## src/rtl/serial_addsub.sv

```systemverilog
// Bit-serial adder/subtractor: one full-adder cell plus a carry flop, LSB first,
// with a start/busy/done handshake and carry-out / signed-overflow flags.
module serial_addsub #(
  parameter int WIDTH = 8
) (
  input  logic             clk,
  input  logic             rst,
  input  logic             start,
  input  logic             sub,
  input  logic [WIDTH-1:0] a,
  input  logic [WIDTH-1:0] b,
  output logic             busy,
  output logic             done,
  output logic [WIDTH-1:0] sum,
  output logic             cout,
  output logic             ovf
);

  localparam int CW = $clog2(WIDTH);
  localparam logic [CW-1:0] LAST = CW'(WIDTH - 1);

  localparam logic [1:0] IDLE = 2'd0;
  localparam logic [1:0] RUN  = 2'd1;
  localparam logic [1:0] DONE = 2'd2;

  logic [1:0]       state_q, state_d;
  logic [WIDTH-1:0] opa_q, opa_d;
  logic [WIDTH-1:0] opb_q, opb_d;
  logic [WIDTH-1:0] sum_q, sum_d;
  logic [CW-1:0]    cnt_q, cnt_d;
  logic             c_q, c_d;
  logic             cout_q, cout_d;
  logic             ovf_q, ovf_d;
  logic             busy_q, busy_d;
  logic             done_q, done_d;

  logic s_bit;
  logic cn_bit;

  // The single full-adder cell shared by every bit position.
  assign s_bit  = opa_q[0] ^ opb_q[0] ^ c_q;
  assign cn_bit = (opa_q[0] & opb_q[0]) | (c_q & (opa_q[0] ^ opb_q[0]));

  always_comb begin
    state_d = state_q;
    opa_d   = opa_q;
    opb_d   = opb_q;
    sum_d   = sum_q;
    cnt_d   = cnt_q;
    c_d     = c_q;
    cout_d  = cout_q;
    ovf_d   = ovf_q;
    busy_d  = busy_q;
    done_d  = 1'b0;
    case (state_q)
      IDLE: begin
        if (start) begin
          // Subtraction is a + ~b + 1: invert b and seed the carry with 1.
          opa_d   = a;
          opb_d   = sub ? ~b : b;
          c_d     = sub;
          cnt_d   = '0;
          busy_d  = 1'b1;
          state_d = RUN;
        end
      end
      RUN: begin
        sum_d = {s_bit, sum_q[WIDTH-1:1]};
        opa_d = opa_q >> 1;
        opb_d = opb_q >> 1;
        c_d   = cn_bit;
        cnt_d = cnt_q + 1'b1;
        if (cnt_q == LAST) begin
          // c_q here is the carry into the MSB; overflow when it differs from carry out.
          cout_d  = cn_bit;
          ovf_d   = c_q ^ cn_bit;
          cnt_d   = '0;
          busy_d  = 1'b0;
          done_d  = 1'b1;
          state_d = DONE;
        end
      end
      DONE: begin
        state_d = IDLE;
      end
      default: begin
        busy_d  = 1'b0;
        state_d = IDLE;
      end
    endcase
  end

  always_ff @(posedge clk) begin
    if (rst) begin
      state_q <= IDLE;
      opa_q   <= '0;
      opb_q   <= '0;
      sum_q   <= '0;
      cnt_q   <= '0;
      c_q     <= 1'b0;
      cout_q  <= 1'b0;
      ovf_q   <= 1'b0;
      busy_q  <= 1'b0;
      done_q  <= 1'b0;
    end else begin
      state_q <= state_d;
      opa_q   <= opa_d;
      opb_q   <= opb_d;
      sum_q   <= sum_d;
      cnt_q   <= cnt_d;
      c_q     <= c_d;
      cout_q  <= cout_d;
      ovf_q   <= ovf_d;
      busy_q  <= busy_d;
      done_q  <= done_d;
    end
  end

  assign busy = busy_q;
  assign done = done_q;
  assign sum  = sum_q;
  assign cout = cout_q;
  assign ovf  = ovf_q;

endmodule

```

## config.mk

```make
export PLATFORM = sky130hd
export DESIGN_NAME = serial_addsub
export DESIGN_NICKNAME = d
export VERILOG_FILES = /design/src/rtl/serial_addsub.sv
export SDC_FILE = /design/constraint.sdc
export NUM_CORES = 1
export LEC_CHECK = 0
export CORE_ASPECT_RATIO = 0.6
export CORE_MARGIN = 8
export CORE_UTILIZATION = 44
export DETAILED_ROUTE_END_ITERATION = 8
export GPL_ROUTABILITY_DRIVEN = 0
export MAX_ROUTING_LAYER = met4
export PLACE_DENSITY_LB_ADDON = 0.08
export SLEW_MARGIN = 0
export SYNTH_ARGS = -nofsm -noshare
export SYNTH_HDL_FRONTEND = slang
export SYNTH_SLANG_ARGS = --single-unit
```

## constraint.sdc

```tcl
create_clock -name clk -period 1.3 [get_ports clk]
set_clock_uncertainty 0.05 [all_clocks]
set_input_delay 0.26 -clock clk [delete_from_list [all_inputs] [get_ports clk]]
set_output_delay 0.26 -clock clk [all_outputs]
set_load 0.005 [all_outputs]
```

==> results.ini, run 1 <==
[status]
status=finished, final reports clean

[placement]
port-buffer-count=31
dp_hpwl_mm=2.47
place_ws_ns=-0.302
postPlaceCellArea_sq_um=1860

[setup_path]
cp-startpoint=c_q
rr_endpoint=cout
setup.worst_path.class=register to register
rrSetupSlack_ns=0.05
required_ns=1.43
end_kind=register
crit_end=cout
startpoint_type=register
timing.rr.start=c_q
crit_fanout=3
reg2reg_depth=4
cp_data_arrival_time_ns=1.37

[synth]
synth_mux_area_share_pct=0.682
netlist_area_sq_um=1470
synth_top_family_by_area=compound AO/OA/AOI/OAI gates
ys_warn_count=0
synth_seq_cells=34
synth_xor_xnor_area_share_pct=5.37
synthArstFlopShare_pct=0
synth_top_area_cell=dfxtp_1
syn-num-nets=182
synth_adder_area_share_pct=3.07
synth.most_common_cell=dfxtp_1
yosys-top-cells-area=dfxtp_1, a22oi_1, nor2_1
synth_simple_gate_area_share_pct=14.7
synth_ff_type=dfxtp_1
synth.top_cells.by_count=dfxtp_1, nor2_1, nand2_1, a22oi_1
postSynthCellCount=159
synth_compound_area_share_pct=23.7
yosysUniqueCellTypes=30
synth_edf_count=0
yosysSeqAreaShare_pct=46.4
synth_top_cell_area_share_pct=46.4
syn_area_per_cell_sq_um=9.23

[sta]
worst_slack_ns=0.0545
fin_crit_sh_pct=95.8
worst_slew_pin_slew_ns=0.288
max_freq_mhz=803
hold_viol=0
drv_slew=0
setup_viol=0
relSlewSlack_pct=80.8
period_minus_slack_ns=1.25

[grt]
grt_pass1_wl_mm=5.64
grt_max_degree=21
gr-total-overflow=0
grt_util_all_layers_pct=13.4
antenna_found_initial=0
grt_pass1_vias=1274

[clock_network]
tritoncts=built
worst_skew_pair.late_latency_ns=0.29
cts_buffers=5
clock-sinks=34
ctsHtreeMaxLevel=2
clock_tree.root_cell=clkbuf_8
clk_pin_slew_ns=0.07
clk_path_buf_depth=2

[drt]
finalWirelength_mm=3.43
wl_met1_mm=1.71
highest_layer=met4
met3_length_um=151
drt_iter0_markers=62
vias=1275
wire_per_inst_um=13.9
met2_length_mm=1.53
viasPerCell=5.16
postRouteAntennaNets=0
route.detailed.drc=0
first_pass_iters=4

[power_and_ir_drop]
peakVddDrop_v=0.000873
p_int_mw=1.88
netSwitchingPower_mw=0.592
clkPwrFrac_pct=38.6
pwr-share-seq_pct=46.4
swShare_pct=24.0
combinationalPowerShare_pct=15.0
powerDensity_nw_per_um2=1220
p_leak_nw=0.804

[floorplanning]
fp.dieH_um=60.7
core_sq_um=3220
io-pin-count=32
start_util_pct=45.5
die_w_um=90.6
dieArea_sq_um=5500
num_rows=16

[final_layout]
fin_area_sq_um=2020
drive_above_1_share_pct=19.8
n_antenna_cell=0
fin_util_pct=62.6
areaGrowthSynthToFinish_pct=37.4
nets=224

[flow_run]
drv_cap=0

[worst_hold_path]
hold_class=register to register

-- registers in the layout, indices dropped and copies added, names as in the netlist, 2 cells and up --
name and flops:
cnt_q 3, opa_q 8, opb_q 8, state_q 2, sum 8
-- per-layer routing --
metal  global-route usage (%)  vias to the layer above
met5                        -                        -
met4                     5.87                        0
met3                     5.06                        6
met2                     20.6                       24
met1                     15.6                      606
li1                         -                      639
-- through the flow --
| stage | instances | power, mW | TNS (ns) | hold slack, ns |
|---|---|---|---|---|
| 5_1_grt | 247 | 2.58 | -0.0126 | 0.428 |
| 4_1_cts | 245 | 2.47 | 0 | 0.410 |
| 3_5_place_dp | 237 | 1.52 | -5.44 | 0.404 |
| 3_3_place_gp | 237 | 1.51 | -4.18 | 0.391 |
| 6_report | 247 | 2.47 | 0 | 0.410 |
| 2_1_floorplan | 159 | 1.38 | 0 | 0.358 |
-- power groups by stage --
stage | logic (mW) | clock network [mW] | registers [mW]
2_1_floorplan | 0.226 | 0 | 1.15
3_3_place_gp | 0.348 | 0 | 1.16
3_5_place_dp | 0.356 | 0 | 1.16
4_1_cts | 0.352 | 0.977 | 1.14
5_1_grt | 0.408 | 1.02 | 1.15
6_report | 0.370 | 0.953 | 1.14
-- critical path, cell delays in order (launching register included) --
cell     delay (ns)
dfxtp_2        0.33
fa_2           0.43
buf_4          0.15
mux2i_1        0.12
nor2_1         0.05
-- cells in the final DEF, fill, tap and decap left out, types with 2 or more instances in the layout --
cell type / n
nand2b_1: 3
clkbuf_1: 2
dfxtp_1: 26
ha_4: 2
o2bb2ai_1: 5
a211oi_1: 7
buf_4: 15
dfxtp_2: 8
xnor2_1: 7
a22oi_1: 12
clkbuf_8: 5
nor2_1: 22
nand2_1: 18
a21oi_1: 10
o22ai_1: 10
clkdlybuf4s50_1: 18
dlygate4sd2_1: 13
-- area by class of cell --
cell class | instances | area [sq um]
clock buffers | 7 | 76.3
clock inverters | 1 | 30.0
fillers | 280 | 1210
inverters | 2 | 7.51
multi-input cells | 111 | 738
flip-flops and latches | 34 | 691
well taps | 45 | 56.3
repair buffers | 47 | 418
-- logic make-up (layout without fill, tap and decap cells) --
group | after synthesis | after routing
compound gates | 49 | 49
fa+ha+maj | 3 | 3
mux | 1 | 1
buf+inv | 14 | 57
flops | 34 | 34
xor+xnor | 9 | 9
simple gates | 49 | 49
-- how the worst min path moves through the flow --
| stage | start | to | slack [ns] | cells past startpoint |
|---|---|---|---|---|
| global placement | sum[0] | sum[0] | 0.39 | 2 |
| finish | ovf | ovf | 0.41 | 2 |
| floorplan | a[7] | opa_q[7] | 0.36 | 2 |
| CTS | ovf | ovf | 0.41 | 2 |
| global route | sum[3] | sum[3] | 0.43 | 2 |
| detailed placement | ovf | ovf | 0.40 | 2 |
-- what timing repair did --
action	CTS	global route
buffers inserted	0	2
hold buffers	0	0
pin swaps	1	5
setup endpoints to repair	19	24
gates resized for setup	19	10
No activity file was read; power rests on OpenSTA's default activity.
==> run 2: changes to the inputs <==
--- a/config.mk
+++ b/config.mk
@@ -5,6 +5,7 @@
 export SDC_FILE = /design/constraint.sdc
 export NUM_CORES = 1
 export LEC_CHECK = 0
+export ABC_CLOCK_PERIOD_IN_PS = 1300
 export CORE_ASPECT_RATIO = 0.6
 export CORE_MARGIN = 8
 export CORE_UTILIZATION = 44
==> results of run 2 <==
Same layout as run 1: the final DEF is identical, and so are final timing and power.
==> run 3: changes to the inputs <==
--- a/config.mk
+++ b/config.mk
@@ -5,10 +5,11 @@
 export SDC_FILE = /design/constraint.sdc
 export NUM_CORES = 1
 export LEC_CHECK = 0
+export ABC_AREA = 1
 export ABC_CLOCK_PERIOD_IN_PS = 1300
 export CORE_ASPECT_RATIO = 0.6
 export CORE_MARGIN = 8
-export CORE_UTILIZATION = 44
+export CORE_UTILIZATION = 45
 export DETAILED_ROUTE_END_ITERATION = 8
 export GPL_ROUTABILITY_DRIVEN = 0
 export MAX_ROUTING_LAYER = met4
==> run 3 against run 2 <==
Highest routed layer unchanged. Synthesized cell count grew 52%. Wire length grew 6.0%. Largest power group unchanged. Die area grew 4.6%. Core utilization grew 2.6 points. Maximum frequency grew 2.3%. Register-to-register slack gained 0.03 ns. Non-clock buffer count shrank 2. Clock power shrank 2%. Final cell count grew 33%. Flip-flop and latch count is the same.
==> results.ini, run 3 <==
[clock_network]
cts_buffers=5  ; unchanged
tritoncts=built  ; unchanged
clk_path_buf_depth=2  ; unchanged
clock_tree.root_cell=clkbuf_8  ; unchanged
hold_buffers=0  ; unchanged
clock-sinks=34  ; unchanged
worst_skew_pair.late_latency_ns=0.28  ; was 0.29 ns
ctsHtreeMaxLevel=2  ; unchanged
clk_pin_slew_ns=0.07  ; about the same

[drt]
finalWirelength_mm=3.63  ; was 3.43 mm
wire_per_inst_um=11.0  ; was 13.9 um
viasPerCell=4.56  ; was 5.16
drt_iter0_markers=72  ; was 62
route.detailed.drc=0  ; unchanged
first_pass_iters=4  ; unchanged
vias=1501  ; was 1275
postRouteAntennaNets=0  ; unchanged

[grt]
grt_pass1_wl_mm=6.24  ; was 5.64 mm
grt_util_all_layers_pct=14.2  ; was 13.4%
grt_max_degree=24  ; was 21
grt_pass1_vias=1336  ; was 1274
gr-total-overflow=0  ; unchanged
antenna_found_initial=0  ; unchanged

[status]
status=finished, final reports clean  ; unchanged

[setup_path]
slowest_delay_ns=0.55  ; was 0.43 ns
crit_path_frequent_cell=nor2_1
crit_slowest_cell=clkdlybuf4s50_1  ; was fa_2
startpoint_type=primary input  ; was register
required_ns=1.46  ; was 1.43 ns
reg2reg_depth=8  ; was 4
cp_data_arrival_time_ns=1.37  ; about the same
end_kind=register  ; unchanged
cp_top_family=buffers and inverters  ; was adder cells
timing.critical_path.buf_inv=2  ; was 1
path_cells=clkdlybuf4s50_1, buf_6, nand2_4, nor2_1, nor2_1, nor2_1  ; was fa_2, buf_4, mux2i_1, nor2_1
cp_num_cells=6  ; was 4
setup.worst_path.class=primary input to register  ; was register to register
crit_fanout=10  ; was 3

[worst_hold_path]
hold_path_depth=2  ; unchanged
hold_class=register to register  ; unchanged

[power_and_ir_drop]
power_mw=2.51  ; was 2.47 mW
powerDensity_nw_per_um2=1160  ; was 1220 nW/um^2
p_leak_nw=1.05  ; was 0.804 nW
peakVddDrop_v=0.000792  ; was 0.000873 V

[floorplanning]
core_sq_um=3320  ; was 3220 sq um
io-pin-count=32  ; unchanged
fp.dieH_um=62.0  ; was 60.7 um
dieArea_sq_um=5750  ; was 5500 sq um
die_w_um=92.7  ; was 90.6 um
start_util_pct=47.8  ; was 45.5%
num_rows=16  ; unchanged

[synth]
synth_top_cell_area_share_pct=42.8  ; was 46.4%
postSynthCellCount=241  ; was 159
ys_warn_count=0  ; unchanged
syn-num-nets=264  ; was 182
synth.most_common_cell=nor2_1  ; was dfxtp_1
netlist_area_sq_um=1590  ; was 1470 sq um
synth_ff_type=dfxtp_1  ; unchanged
synthArstFlopShare_pct=0  ; unchanged
synth.top_cells.by_count=nor2_1, nand2_1, dfxtp_1, inv_1, nand3_1  ; was dfxtp_1, nor2_1, nand2_1, a22oi_1
yosys-top-cells-area=dfxtp_1, nor2_1, nand2_1  ; was dfxtp_1, a22oi_1, nor2_1
yosysUniqueCellTypes=18  ; was 30
synth_top_area_cell=dfxtp_1  ; unchanged
synth_edf_count=0  ; unchanged
yosysSeqAreaShare_pct=42.8  ; was 46.4%
syn_area_per_cell_sq_um=6.59  ; was 9.23 sq um
synth_seq_cells=34  ; unchanged

[final_layout]
drive_above_1_share_pct=14.1  ; was 19.8%
nets=306  ; was 224
num-fill-cells=323  ; was 280
areaGrowthSynthToFinish_pct=36.3  ; was 37.4%
n_antenna_cell=0  ; unchanged
regArea_sq_um=689  ; was 691 sq um
layout_common_cells=nor2_1, nand2_1, dfxtp_1, nand3_1  ; was dfxtp_1, nor2_1, nand2_1, clkdlybuf4s50_1, buf_4
multiInputGateArea_sq_um=798  ; was 738 sq um
final_common_cell=nor2_1  ; was dfxtp_1

[sta]
hold_viol=0  ; unchanged
worst_slew_pin_slew_ns=0.280  ; was 0.288 ns
drv_slew=0  ; unchanged
max_freq_mhz=822  ; was 803 MHz
relSlewSlack_pct=81.3  ; was 80.8%
period_minus_slack_ns=1.22  ; was 1.25 ns
setup_viol=0  ; unchanged
fin_crit_sh_pct=93.6  ; was 95.8%
worst_slack_ns=0.0830  ; was 0.0545 ns

[placement]
dp_hpwl_mm=2.59  ; was 2.47 mm
port-buffer-count=31  ; unchanged
place_ws_ns=-0.215  ; was -0.302 ns

[flow_run]
drv_cap=0  ; unchanged

-- run 3: repair_timing --
item	in CTS	in global routing
pin swaps	1	2
gates cloned	0	0
endpoints found under the hold margin	0	0
gates resized for setup	19	10
setup endpoints to repair	13	14
buffers inserted	0	0
-- run 3: layout make-up --
cell class                 instances  area share [%]
inverter                          23            3.99
timing repair buffer              45            19.8
sequential                        34            31.8
clock inverter                     1            1.39
clock buffer                       7            3.52
tap                               45            2.60
multi-input combinational        174            36.9
-- run 3: worst paths after layout --
path | slack [ns] | end | start
setup / recovery | 0.08 | opb_q[0] | start
setup reg to reg | 0.08 | cout | cnt_q[0]
hold reg to reg | 0.42 | cout | cout
hold / removal | 0.42 | cout | cout
-- run 3: logic make-up after synthesis --
family | share of synthesized area (%)
DFF | 42.8
and+or+nand+nor | 38.9
buffers and inverters | 8.98
adders and majority gates | 2.83
xor gates and xnor gates | 1.10
AOI/OAI and AO/OA | 5.35
-- run 3: power breakdown --
part           total (mW)  internal (mW)  switching (mW)
combinational       0.421          0.207           0.214
sequential           1.16           1.11          0.0427
clock               0.934          0.573           0.361
total                2.51           1.89           0.617
-- run 3: stage by stage --
step / instance area (sq um) / setup TNS [ns] / cells / utilization, % / hold WS, ns
finish: 2170 / 0 / 329 / 65.2 / 0.420
global route: 2170 / -0.00633 / 329 / 65.2 / 0.439
CTS: 2130 / 0 / 329 / 64.1 / 0.425
detailed placement: 2030 / -3.68 / 321 / 61.1 / 0.414
global placement: 2030 / -3.44 / 321 / 61.1 / 0.412
floorplan: 1590 / 0 / 241 / - / 0.279
-- run 3: worst min-delay path, cell delays in order (launching register included) --
cell and delay [ns]:
dfxtp_1 0.31, nand3_1 0.07, nand2_1 0.05
-- run 3: metal layers --
| layer | part of all wire [%] | wire length [um] | global-route usage (%) |
|---|---|---|---|
| met4 | 1.1 | 40 | 4.77 |
| met1 | 51 | 1860 | 18.2 |
| met2 | 42 | 1530 | 21.0 |
| met5 | 0 | 0 | - |
| met3 | 5.4 | 197 | 4.32 |
